## src/rtl/serial_adder16_if.sv

```systemverilog
// Start/busy/done handshake bundle for the bit-serial adder.
interface serial_adder16_if #(parameter int WIDTH = 16);
  logic             start;
  logic [WIDTH-1:0] a;
  logic [WIDTH-1:0] b;
  logic             cin;
  logic             sub;
  logic             busy;
  logic             done;
  logic [WIDTH-1:0] result;
  logic             cout;

  modport master (output start, a, b, cin, sub, input busy, done, result, cout);
  modport slave  (input start, a, b, cin, sub, output busy, done, result, cout);
endinterface

```

## src/rtl/serial_adder16.sv

```systemverilog
// Bit-serial ripple adder/subtractor: one full-adder cell plus carry FF, LSB first.
// Optional subtract mode is enabled by defining SERIAL_ADDER_SUB_EN.
module serial_adder16_fa (
  input  logic x,
  input  logic y,
  input  logic ci,
  output logic s,
  output logic co
);
  assign s  = x ^ y ^ ci;
  assign co = (x & y) | (x & ci) | (y & ci);
endmodule

module serial_adder16 #(
  parameter int WIDTH = 16
) (
  input  logic             clk,
  input  logic             rst_n,
  serial_adder16_if.slave  bus
);
  localparam int CW = (WIDTH > 2) ? $clog2(WIDTH) : 1;

  typedef enum logic [1:0] {IDLE, RUN, DONE} state_t;

  state_t           state, state_nxt;
  logic [WIDTH-1:0] sa, sb, shadow, result_q;
  logic [CW-1:0]    cnt;
  logic             carry, cout_q, s, co, sub_eff, accept, last;

`ifdef SERIAL_ADDER_SUB_EN
  assign sub_eff = bus.sub;
`else
  assign sub_eff = 1'b0;
`endif

  // start is only honoured when no operation is in flight
  assign accept = bus.start && (state != RUN);
  assign last   = (cnt == CW'(WIDTH - 1));

  serial_adder16_fa u_fa (.x(sa[0]), .y(sb[0]), .ci(carry), .s(s), .co(co));

  always_ff @(posedge clk or negedge rst_n)
    if (!rst_n) state <= IDLE;
    else        state <= state_nxt;

  always_comb begin
    state_nxt = state;
    case (state)
      IDLE:    if (bus.start) state_nxt = RUN;
      RUN:     if (last) state_nxt = DONE;
      DONE:    state_nxt = bus.start ? RUN : IDLE;
      default: state_nxt = IDLE;
    endcase
  end

  always_ff @(posedge clk or negedge rst_n) begin
    if (!rst_n) begin
      sa       <= '0;
      sb       <= '0;
      shadow   <= '0;
      cnt      <= '0;
      carry    <= 1'b0;
      result_q <= '0;
      cout_q   <= 1'b0;
    end else if (accept) begin
      sa    <= bus.a;
      sb    <= sub_eff ? ~bus.b : bus.b;
      carry <= bus.cin | sub_eff;
      cnt   <= '0;
    end else if (state == RUN) begin
      sa     <= sa >> 1;
      sb     <= sb >> 1;
      shadow <= {s, shadow[WIDTH-1:1]};
      carry  <= co;
      cnt    <= cnt + 1'b1;
      // visible outputs only ever update with the complete word
      if (last) begin
        result_q <= {s, shadow[WIDTH-1:1]};
        cout_q   <= co;
      end
    end
  end

  assign bus.busy   = (state == RUN);
  assign bus.done   = (state == DONE);
  assign bus.result = result_q;
  assign bus.cout   = cout_q;
endmodule

```

## src/flat_wrapper.sv

```systemverilog
// flat-port wrapper written by rule: the top's interface ports become plain ports
module serial_adder16_flat 
#(
  parameter int WIDTH = 16
)
  (clk, rst_n, bus_start, bus_a, bus_b, bus_cin, bus_sub, bus_busy, bus_done, bus_result, bus_cout);
  serial_adder16_if #(.WIDTH(WIDTH)) bus_i ();
  input  logic clk;
  input  logic rst_n;
  input wire logic [$bits(bus_i.start)-1:0] bus_start;
  input wire logic [$bits(bus_i.a)-1:0] bus_a;
  input wire logic [$bits(bus_i.b)-1:0] bus_b;
  input wire logic [$bits(bus_i.cin)-1:0] bus_cin;
  input wire logic [$bits(bus_i.sub)-1:0] bus_sub;
  output wire logic [$bits(bus_i.busy)-1:0] bus_busy;
  output wire logic [$bits(bus_i.done)-1:0] bus_done;
  output wire logic [$bits(bus_i.result)-1:0] bus_result;
  output wire logic [$bits(bus_i.cout)-1:0] bus_cout;
  assign bus_i.start = bus_start;
  assign bus_i.a = bus_a;
  assign bus_i.b = bus_b;
  assign bus_i.cin = bus_cin;
  assign bus_i.sub = bus_sub;
  assign bus_busy = bus_i.busy;
  assign bus_done = bus_i.done;
  assign bus_result = bus_i.result;
  assign bus_cout = bus_i.cout;
  serial_adder16 #(.WIDTH(WIDTH)) u_core (.clk(clk), .rst_n(rst_n), .bus(bus_i));
endmodule
```

## config.mk

```make
export PLATFORM = sky130hd
export DESIGN_NAME = serial_adder16_flat
export DESIGN_NICKNAME = d
export VERILOG_FILES = /design/src/rtl/serial_adder16_if.sv /design/src/rtl/serial_adder16.sv /design/src/flat_wrapper.sv
export SDC_FILE = /design/constraint.sdc
export NUM_CORES = 1
export LEC_CHECK = 0
export ABC_AREA = 1
export CELL_PAD_IN_SITES_DETAIL_PLACEMENT = 1
export CELL_PAD_IN_SITES_GLOBAL_PLACEMENT = 1
export CORE_MARGIN = 1
export CORE_UTILIZATION = 39
export DETAILED_ROUTE_END_ITERATION = 10
export PLACE_DENSITY = 0.91
export SYNTH_ARGS = -nofsm -noshare
export SYNTH_HDL_FRONTEND = slang
export SYNTH_SLANG_ARGS = --single-unit
```

## constraint.sdc

```tcl
create_clock -name clk -period 1.75 [get_ports clk]
set_clock_uncertainty 0.2 [all_clocks]
set_input_delay 0.2625 -clock clk [delete_from_list [all_inputs] [get_ports clk]]
set_output_delay 0.2625 -clock clk [all_outputs]
set_load 0.01 [all_outputs]
```

Word-level counts from Yosys, hierarchy flattened
Cells that the tools add are included.
W data, S select, Z words.

operators by class
  order comparisons = 0
  add/sub/neg operators = 1
  bitwise operators = 8
  multiplexer cells = 12
  div/mod/pow operators = 0
  equal/unequal tests = 6
  reduce and logical (&&, ||, !) cells = 6
  shift-type cells = 0
  $mul = 0

operators by type and width
  operator               number
  $mux W16               4
  $mux W4                2
  $pmux W2 S3            1
  $add A4 B1 Y4 const B  1
  $eq A4 B4 Y1 const B   1
  $mux W2                2
  $ne A2 B1 Y1 const B   2
  $reduce_and A2 Y1      2
  $and A1 B1 Y1          3
  $mux W1                3
  $reduce_and A3 Y1      1
  $eq A2 B1 Y1 const B   1
  $eq A2 B2 Y1 const B   1
  $logic_not A2 Y1       1
  $ne A2 B2 Y1 const B   1
  $or A1 B1 Y1           2
  $reduce_bool A2 Y1     1
  $xor A1 B1 Y1          2
  $logic_and A1 B1 Y1    1
  $not A1 Y1             1

word-level totals
  memories kept = 0
  logic and storage cells = 41
  register bits after elaboration = 72
  bits in read-only memories = 0
  RAM bits = 0
  bits in latches = 0
  output and inout port bits = 19
  bits of input ports = 37

Longest topological paths before layout
Gate-level depths: netlist (run 1).

  depth after elaboration = 5
  mapped depth = 7
  gate-level depth less buffers = 6

Hierarchy
Synthesis (run 1) repeated with hierarchy kept, for this count alone.

unflattened totals
  cell total of the unflattened synthesis = 341
  area total of the unflattened synthesis = 3,027.9 µm²

modules (own cells, without submodules)
  module             cells an instance  times used  area an instance (µm²)
  serial_adder16     340                1           3,007.9
  serial_adder16_fa  1                  1           20.0

Least setup slack after synthesis (run 1)
Ideal clock, no wire load.

  kind = register to register
  start point = register u_core.cnt[0]
  end point = register u_core.result_q[11], in the netlist u_core.bus.result[11]
  cell stages (with the launch flop) = 6
  arrival = 1.150 ns
  library setup time = 0.123 ns
  path buffers = 1
  period minus slack after synthesis = 1.473 ns
  slack = 0.277 ns
  path through = dfrtp_1 > ha_1 > nand3_2 > clkbuf_2 > o21ai_0 > nand2_1

on the way
  cells in the longest elaborated chain, start to end = 2

ends and longest elaborated chain
  item                         RTL line              source
  start: declaration           serial_adder16.sv:27  logic [CW-1:0] cnt;
  start signal: assignment     serial_adder16.sv:75  cnt <= cnt + 1'b1;
  $eq A4 B4 Y1                 serial_adder16.sv:38  assign last = (cnt == CW'(WIDTH - 1));
  $reduce_and A3 Y1 (no line)  -
  end signal: assignment       serial_adder16.sv:78  result_q <= {s, shadow[WIDTH-1:1]};
  end: declaration             serial_adder16.sv:26  logic [WIDTH-1:0] sa, sb, shadow, result_q;

No other way between the ends.
A chain may end at the register's enable or synchronous reset.

Worst setup path in the final report (run 1)
  start point = register u_core.result_q[14], in the netlist u_core.bus.result[14]
  end point = output port bus_result[14]

RTL lines
  item              RTL line            source
  end: declaration  flat_wrapper.sv:17  output wire logic [$bits(bus_i.result)-1:0] bus_result;

No word-level cell between the ends.

==> results.md, run 1 <==
Critical path:
- The cell count of the worst reg-to-reg path is 6.
- STA classifies the critical path endpoint as a primary output.
- Traced cell by cell, the critical path runs through clkdlybuf4s50_1.
- The number of buffers and inverters on the critical path is 1.
- The kind of cell adding the most delay to the critical path is buffers and inverters.
- In this run the critical register-to-register path is captured at u_core.bus.result[15]$_DFFE_PN0P_.
- The critical path launch point type is a flop.
- The critical path required time is 1290 ps.
- In this run the worst path has a maximum fanout of 2.
- For this run, the slowest stage of the critical path takes 530 ps.
- The critical path is of the flop to primary output type.
- Across all register-to-register paths, the minimum setup slack is ~150 ps.
- The slowest cell on the critical path is sky130_fd_sc_hd__clkdlybuf4s50_1.
- In this run the critical register-to-register path is launched from u_core.cnt[0]$_DFFE_PN0P_.
- Data on the critical path arrives at its endpoint at around 1200 ps.

Power and ir drop:
- The clock share of power is between 20% and 30%.
- IR analysis of the VDD net gives a maximum drop of 0.595 mV.
- The design internal power is around 4.3 mW.
- In this run the power density over the cells is 1720 mW/mm^2.
- The static leakage is slightly below 2 nW.
- Per report_power, the sequential group accounts for about two fifths of the total.
- Power comes to slightly below 7 mW.
- Summed over all nets, the switching power comes to around 2.5 mW.
- Of the total power, combinational logic draws 35.3%.
- The fraction of power spent switching nets is 36.4%.

Final layout:
- The number of diodes added for antenna fixing is 0.
- The area growth from synthesis to layout is 28.8%.
- Cells with a size suffix above 1 make up just under 9% of the layout.
- The number of nets in the layout is about 440.

Yosys:
- The share of synthesized cell area in full adder, half adder and majority cells is 1.05%.
- The number of distinct library cells after synthesis is 20.
- The net count after synthesis is about 380.
- The area fraction of the dominant cell type after synthesis is a little under three fifths.
- The netlist area before placement is between 0.003 and 0.004 sq mm.
- The cell accounting for the most synthesized area is sky130_fd_sc_hd__dfrtp_1.
- The simple-gate area share of the yosys netlist is between 20% and 30%.
- The largest family of logic cells by synthesized area is simple AND/OR/NAND/NOR gates.
- The post-synthesis cell count is approximately 340.
- The compound-cell area share of the yosys netlist is ~5.7%.
- Measured against the total synthesized area, the mux share comes to 0%.
- For this run, the number of Yosys warnings is 0.
- The share of synthesized area occupied by flip-flops and latches is between 50% and 60%.
- Yosys attributes the largest share of cell area to sky130_fd_sc_hd__dfrtp_1, sky130_fd_sc_hd__nand2_1, sky130_fd_sc_hd__nand3_1, sky130_fd_sc_hd__o21ai_0, sky130_fd_sc_hd__buf_6.
- The count of state elements after synthesis is 71.
- The post-synthesis average cell area is about 9.0 sq um.
- The xor/xnor share of the synthesized area is 0%.

Floorplanning:
- The floorplan step defined a die boundary enclosing roughly 0.0083 sq mm.
- Once the floorplan was initialized, standard cells occupied around two fifths of the core.
- The x dimension of the die is approximately 91 um.
- The site row count is 32.
- In this run the count of I/O pins placed on the die edge is 56.
- The core footprint is slightly below 0.008 sq mm.
- The die extent in y is between 90 and 100 um.

Global route:
- The number of antenna violations at the first check in global routing was 0.
- The global routing met2 resource utilization is roughly a third.
- The global-route total usage across every layer is 19.7%.
- The maximum number of pins on one net before global-route repair is 54.
- The met1 routing resource usage after global routing is 24.6%.
- The met3 global-route usage is under 10%.
- The first-pass GRT wire length is around 13000 um.
- The busiest metal layer after global routing is met2.
- The via count of the first global-routing pass came to approximately 2700.
- Summed over all layers, the global routing overflow is 0.

STA:
- The transition time at the pin with the least slew margin is 328 ps.
- Summed over all failing endpoints, the final setup total negative slack is 0 ps.
- The final count of hold timing violations was 0.
- The final-report max-slew violation count came to 0.
- The final setup violation count is 0.
- The minimum period implied by the final worst setup slack is 1700 ps.
- For this run, the top clock speed supported by timing is 0.588 GHz.
- Once routing completed, OpenROAD measured the worst setup slack at around 48 ps.
- After layout, the worst path uses 97.2% of the clock period.
- The normalized max-slew margin is 78.1%.

Place:
- The final estimated routing congestion in global placement is between 0.7 and 0.8.
- The HPWL after detailed placement is between 4000 and 5000 um.
- Input and output buffers added on the ports amount to 54.
- The setup slack at placement is -42.0 ps.

Route:
- In the routed layout, each cell is associated on average with a via count of 4.97.
- The count of nets left with antenna violations once routing finished came out at 0.
- The routed layout has between 2000 and 3000 vias.
- The first-iteration detailed-routing DRC count is approximately 130.
- Dividing the detail-routed wire length by the instance count gives 14.6 um.
- The number of detailed-route iterations in the first pass is 4.
- After detailed routing, the total wire length is 7400 um.
- After detailed routing, the number of remaining DRC violations is 0.

Hold path:
- The worst min-delay path class is input pin to asynchronous set/reset pin.

CTS:
- Counting along the longest clock path gives a buffer depth of 2.
- The CTS root buffer is sky130_fd_sc_hd__clkbuf_8.
- The H-tree generated during clock tree synthesis spans 3 levels.
- Clock tree synthesis inserted a total of 9 buffers.
- The clock tree from TritonCTS is done.
- The count of clock tree sinks is slightly above 70.
- The register clock-pin slew on the reported worst setup and hold paths is 80 ps.
- The clock reaches the later pin of the worst-skew pair after roughly 350 ps.

Flow run:
- Across the run, the number of max-cap violations was 0.

Status:
- The run finished with clean final reports.
==> power groups by stage <==
stage	Combinational, mW	Clock (mW)	Sequential (mW)
after floorplan	1.58	0	2.77
after global placement	2.27	0	2.76
after detailed placement	2.41	0	2.80
after CTS	2.46	1.67	2.78
after global routing	2.72	1.74	2.87
final	2.41	1.65	2.78
==> how the worst max path moves through the flow <==
stage	slack, ps	cells after the start	end	startpoint
floorplan	280	5	u_core.bus.result[11]$_DFFE_PN0P_	u_core.cnt[0]$_DFFE_PN0P_
global placement	10	6	u_core.cnt[2]$_DFFE_PN0P_	bus_start
detailed placement	-40	6	u_core.sb[1]$_DFFE_PN0P_	bus_start
CTS	4	1	bus_cout	u_core.bus.cout$_DFFE_PN0P_
global route	-10	1	bus_result[8]	u_core.bus.result[8]$_DFFE_PN0P_
finish	50	1	bus_result[14]	u_core.bus.result[14]$_DFFE_PN0P_
==> Yosys cell counts <==
library cell and n:
sky130_fd_sc_hd__fa_1 1, sky130_fd_sc_hd__nand2_2 1, sky130_fd_sc_hd__ha_1 1, sky130_fd_sc_hd__a21oi_1 2, sky130_fd_sc_hd__nand2_1 130, sky130_fd_sc_hd__nand4_1 1
sky130_fd_sc_hd__inv_2 3, sky130_fd_sc_hd__buf_8 1, sky130_fd_sc_hd__buf_2 8, sky130_fd_sc_hd__dfrtp_1 71, sky130_fd_sc_hd__nand3_2 1, sky130_fd_sc_hd__o21ai_1 2
sky130_fd_sc_hd__nor2_1 3, sky130_fd_sc_hd__o21ai_0 31, sky130_fd_sc_hd__nor2_8 3, sky130_fd_sc_hd__clkbuf_2 2, sky130_fd_sc_hd__nand3_1 63, sky130_fd_sc_hd__inv_1 10
sky130_fd_sc_hd__buf_4 2, sky130_fd_sc_hd__buf_6 7
==> final cells by class <==
cell class	count	area [sq um]
inverters	13	48.8
repair buffers	65	664
fillers	910	3710
clock inverters	6	116
clock buffers	10	138
multi-input cells	239	1100
well taps	102	128
flip-flops and latches	71	1780
==> repair_timing <==
item | CTS | global route
setup endpoints to repair | 2 | 3
hold buffers | 1 | 0
resized for setup | 3 | 3
hold endpoints to repair | 71 | 0
pin swaps | 0 | 0
setup buffers | 1 | 0
==> registers in the layout, indices dropped and copies added, names as in the netlist <==
| name | flops |
|---|---|
| u_core.bus.cout | 1 |
| u_core.bus.result | 16 |
| u_core.carry | 1 |
| u_core.cnt | 4 |
| u_core.sa | 16 |
| u_core.sb | 16 |
| u_core.shadow | 15 |
| u_core.state | 2 |
==> layer usage <==
layer | vias up | part of all wire, %
met5 | - | 0
met4 | 0 | 1.6
met3 | 12 | 3.1
met2 | 59 | 52
met1 | 1227 | 44
li1 | 1218 | -
==> layout by cell type, fill, tap and decap left out, types with 8 or more instances in the layout <==
cell / instances
sky130_fd_sc_hd__buf_4: 8
sky130_fd_sc_hd__clkbuf_8: 10
sky130_fd_sc_hd__clkdlybuf4s50_1: 49
sky130_fd_sc_hd__dfrtp_1: 70
sky130_fd_sc_hd__inv_1: 10
sky130_fd_sc_hd__nand2_1: 130
sky130_fd_sc_hd__nand3_1: 63
sky130_fd_sc_hd__o21ai_0: 31
==> per-stage QoR <==
stage	std cells	utilization, %	cell area (sq um)	hold slack, ps
2_1_floorplan	343	-	3090	-233
3_3_place_gp	488	48.1	3700	-36.9
3_5_place_dp	488	48.1	3700	-35.9
4_1_cts	506	51.7	3970	124
5_1_grt	506	51.7	3980	161
6_report	506	51.7	3980	140
==> kinds of logic after synthesis <==
family / Yosys count
buf+inv: 33
fa+ha+maj: 2
simple gates: 202
flops: 71
compound gates: 35
Note: power is estimated with default switching activity, not from simulation.
==> run 2: changes to the inputs <==
- CAP_MARGIN: unset -> 25
- SETUP_SLACK_MARGIN: unset -> 0.02
==> run 2 against run 1 <==
  * Routed wire length rose by 0.50%
  * Non-clock buffer count unchanged
  * Register-to-register slack hardly changed
  * Power decreased by 0.46%
  * Highest routed layer unchanged
  * Worst setup slack improved by 12 ps
  * Sequential cell count stayed put
  * Utilization is 0.13 points higher
  * Via count rose by 0.28%
==> results.md, run 2 (synthesized netlist as in run 1, its figures left out) <==
Critical path:
- The delay of the slowest cell on the worst path is 530 ps (about the same).
- The worst flop-to-flop path startpoint is u_core.cnt[0]$_DFFE_PN0P_.
- The peak fanout along the critical path came to 2 (unchanged).
- The worst setup path category is flop to primary output.
- The endpoint class of the critical path is a primary output.
- The critical path buffer and inverter count is 1 (unchanged).
- The worst setup path startpoint is u_core.bus.result[13]$_DFFE_PN0P_.
- The minimum setup slack among reg-to-reg paths is 150 ps (about the same).
- In this design, the largest share of critical-path delay is due to buffers and inverters.
- The signal arrival time at the worst endpoint is 1230 ps (about the same).
- Traced cell by cell, the critical path runs through clkdlybuf4s50_1.
- STA classifies the critical path startpoint as a flop.
- Among all stages on the critical path, the largest delay is contributed by sky130_fd_sc_hd__clkdlybuf4s50_1.
- The critical path required time is 1290 ps (about the same).

Power and ir drop:
- The clock share of power is 24.1% (about the same).
- The static leakage is 2.02 nW (+5.1%).
- The maximum vdd ir drop is 0.601 mV (+1.0%).
- The portion of total power attributed to sequential cells is 40.8% (+0.2 points).
- The areal power density over the cells is 1710 mW/mm^2 (-0.71%).
- The combinational share of power is 35.1% (-0.2 points).
- The fraction of power spent switching nets is 36.5% (+0.082 points).
- The design internal power is 4.32 mW (-0.59%).
- The switching power summed over all nets is 2.48 mW (-0.24%).

Global route:
- The number of antenna violations at the first check in global routing came to 0 (unchanged).
- The global-route total usage across every layer is 19.7% (unchanged).
- The maximum number of pins on one net before global-route repair is 54 (unchanged).
- The residual overflow from global routing is 0 (unchanged).
- The first-pass GRT wire length is 12700 um (unchanged).
- The via count of the first global-routing pass is 2665 (unchanged).

CTS:
- The register clock-pin slew on the reported worst setup and hold paths is 80 ps (about the same).
- The total number of H-tree levels is 3 (unchanged).
- The later-pin clock latency in the skew report is 350 ps (about the same).
- The CTS root buffer is sky130_fd_sc_hd__clkbuf_8.
- The number of CTS-inserted buffers is 9 (unchanged).
- The buffer depth of the longest clock path is 2 (unchanged).
- The count of clock tree sinks is 71 (unchanged).
- TritonCTS built the clock tree.

STA:
- The normalized max-slew margin was 77.9% (-0.19 points).
- The transition time at the pin with the least slew margin was 330 ps (+2.91 ps).
- The final setup violation count is 0 (unchanged).
- The post-route fraction of the period consumed by the critical path is 96.6% (-0.66 points).
- Setup repair after global routing could not meet its margin everywhere.
- The minimum period implied by the final worst setup slack is 1690 ps (-11.6 ps).
- The maximum clock rate is 0.592 GHz (+0.69%).
- The final-report max-slew violation count is 0 (unchanged).
- The worst hold slack came to 141 ps (+0.534 ps).
- The final count of hold timing violations was 0 (unchanged).

Final layout:
- Leaving out fill and tap cells, the most frequent cell in the layout is sky130_fd_sc_hd__nand2_1.
- The number of diodes added for antenna fixing is 0 (unchanged).
- The number of fillers in the final layout was 910 (unchanged).
- The ratio of cells with drive above 1 in the final layout is 8.91% (unchanged).
- The number of nets in the layout came to 438 (unchanged).
- From synthesis to final layout, the design area changed by 29.1%.
- The post-layout instance count excluding filler cells is 506 (unchanged).
- In the layout the commonest cells are sky130_fd_sc_hd__nand2_1, sky130_fd_sc_hd__dfrtp_1, sky130_fd_sc_hd__nand3_1.

Route:
- The mean number of vias per cell is 4.99 (+0.28%).
- The first-iteration detailed-routing DRC count was 121 (-4.7%).
- The routed wire length is 7440 um (+0.50%).
- The via total after detailed routing is 2523 (+0.28%).
- The number of detailed-route iterations in the first pass came to 4 (unchanged).
- The DRC violations left came to 0 (unchanged).
- The number of nets with antenna violations after detailed routing was 0 (unchanged).
- The routed length per instance is 14.7 um (+0.50%).

Floorplanning:
- The initial cell density of the core came to 40.2% (unchanged).
- The die area came to 0.00828 sq mm (unchanged).
- The die extent in y came to 91 um (unchanged).
- The x dimension of the die is 91 um (unchanged).
- The number of top-level pins came to 56 (unchanged).
- The core footprint is 0.00769 sq mm (unchanged).
- The site row count is 32 (unchanged).

Place:
- The number of buffers inserted by port buffering is 54 (unchanged).
- The final estimated routing congestion in global placement came to 0.776 (unchanged).
- The number of cells after detailed placement is 488 (unchanged).
- The HPWL after detailed placement came to 4800 um (unchanged).

Hold path:
- The worst min-delay path class is input pin to asynchronous set/reset pin.

Flow run:
- The number of max-capacitance violations reported is 0 (unchanged).

Status:
- The run finished with clean final reports.
## run 2: cell types whose count changed in the layout (fill, tap and decap cells not counted)
cell	change
sky130_fd_sc_hd__clkdlybuf4s50_1	-7
sky130_fd_sc_hd__dlygate4sd2_1	+2
sky130_fd_sc_hd__dlymetal6s2s_1	+5
## run 2: through the flow
stage	TNS [ps]	setup slack (ps)	utilization [%]	area [sq um]	power (mW)
2_1_floorplan	0	277	-	3090	4.35
4_1_cts	0	31.7	51.6	3970	6.89
6_report	0	60.0	51.9	3990	6.80
3_3_place_gp	0	10.6	48.1	3700	5.03
3_5_place_dp	-310	-42.0	48.1	3700	5.21
5_1_grt	0	10.6	51.9	3990	7.30
## run 2: area by class of cell
type | instances | area (sq um) | share of cell area (%)
repair buffers | 65 | 674 | 16.9
flip-flops and latches | 71 | 1780 | 44.6
clock inverters | 6 | 116 | 2.92
inverters | 13 | 48.8 | 1.22
well taps | 102 | 128 | 3.20
multi-input cells | 239 | 1100 | 27.7
clock buffers | 10 | 138 | 3.45
## run 2: worst paths after layout
check | endpoint | depth (start not counted)
max in group asynchronous | u_core.shadow[2]$_DFFE_PN0P_ | 3
min in group clk | u_core.sa[15]$_DFFE_PN0P_ | 3
worst max register to register | u_core.bus.result[15]$_DFFE_PN0P_ | 6
worst max-delay path | bus_result[13] | 1
worst min-delay path | u_core.bus.result[10]$_DFFE_PN0P_ | 2
worst min register to register | u_core.sa[15]$_DFFE_PN0P_ | 2
## run 2: power groups by stage
stage | clock network, mW | registers, mW | logic, mW
floorplan | 0 | 2.77 | 1.58
global placement | 0 | 2.76 | 2.27
detailed placement | 0 | 2.80 | 2.41
CTS | 1.67 | 2.77 | 2.44
global route | 1.74 | 2.87 | 2.69
finish | 1.64 | 2.77 | 2.39
## run 2: repair_timing
action / in CTS / in global routing
endpoints found under the setup margin: 4 / 8
gates resized for setup: 5 / 8
endpoints found under the hold margin: 71 / 0
buffers inserted: 1 / 0
pin swaps: 0 / 0
hold buffers: 1 / 0
## run 2: routing by layer
layer / up-vias / routed length, um / global-route usage (%)
met5: - / 0 / 0
met3: 12 / 300 / 2.85
met2: 68 / 3840 / 34.4
met1: 1226 / 3180 / 24.6
met4: 0 / 115 / 7.94
li1: 1217 / - / -
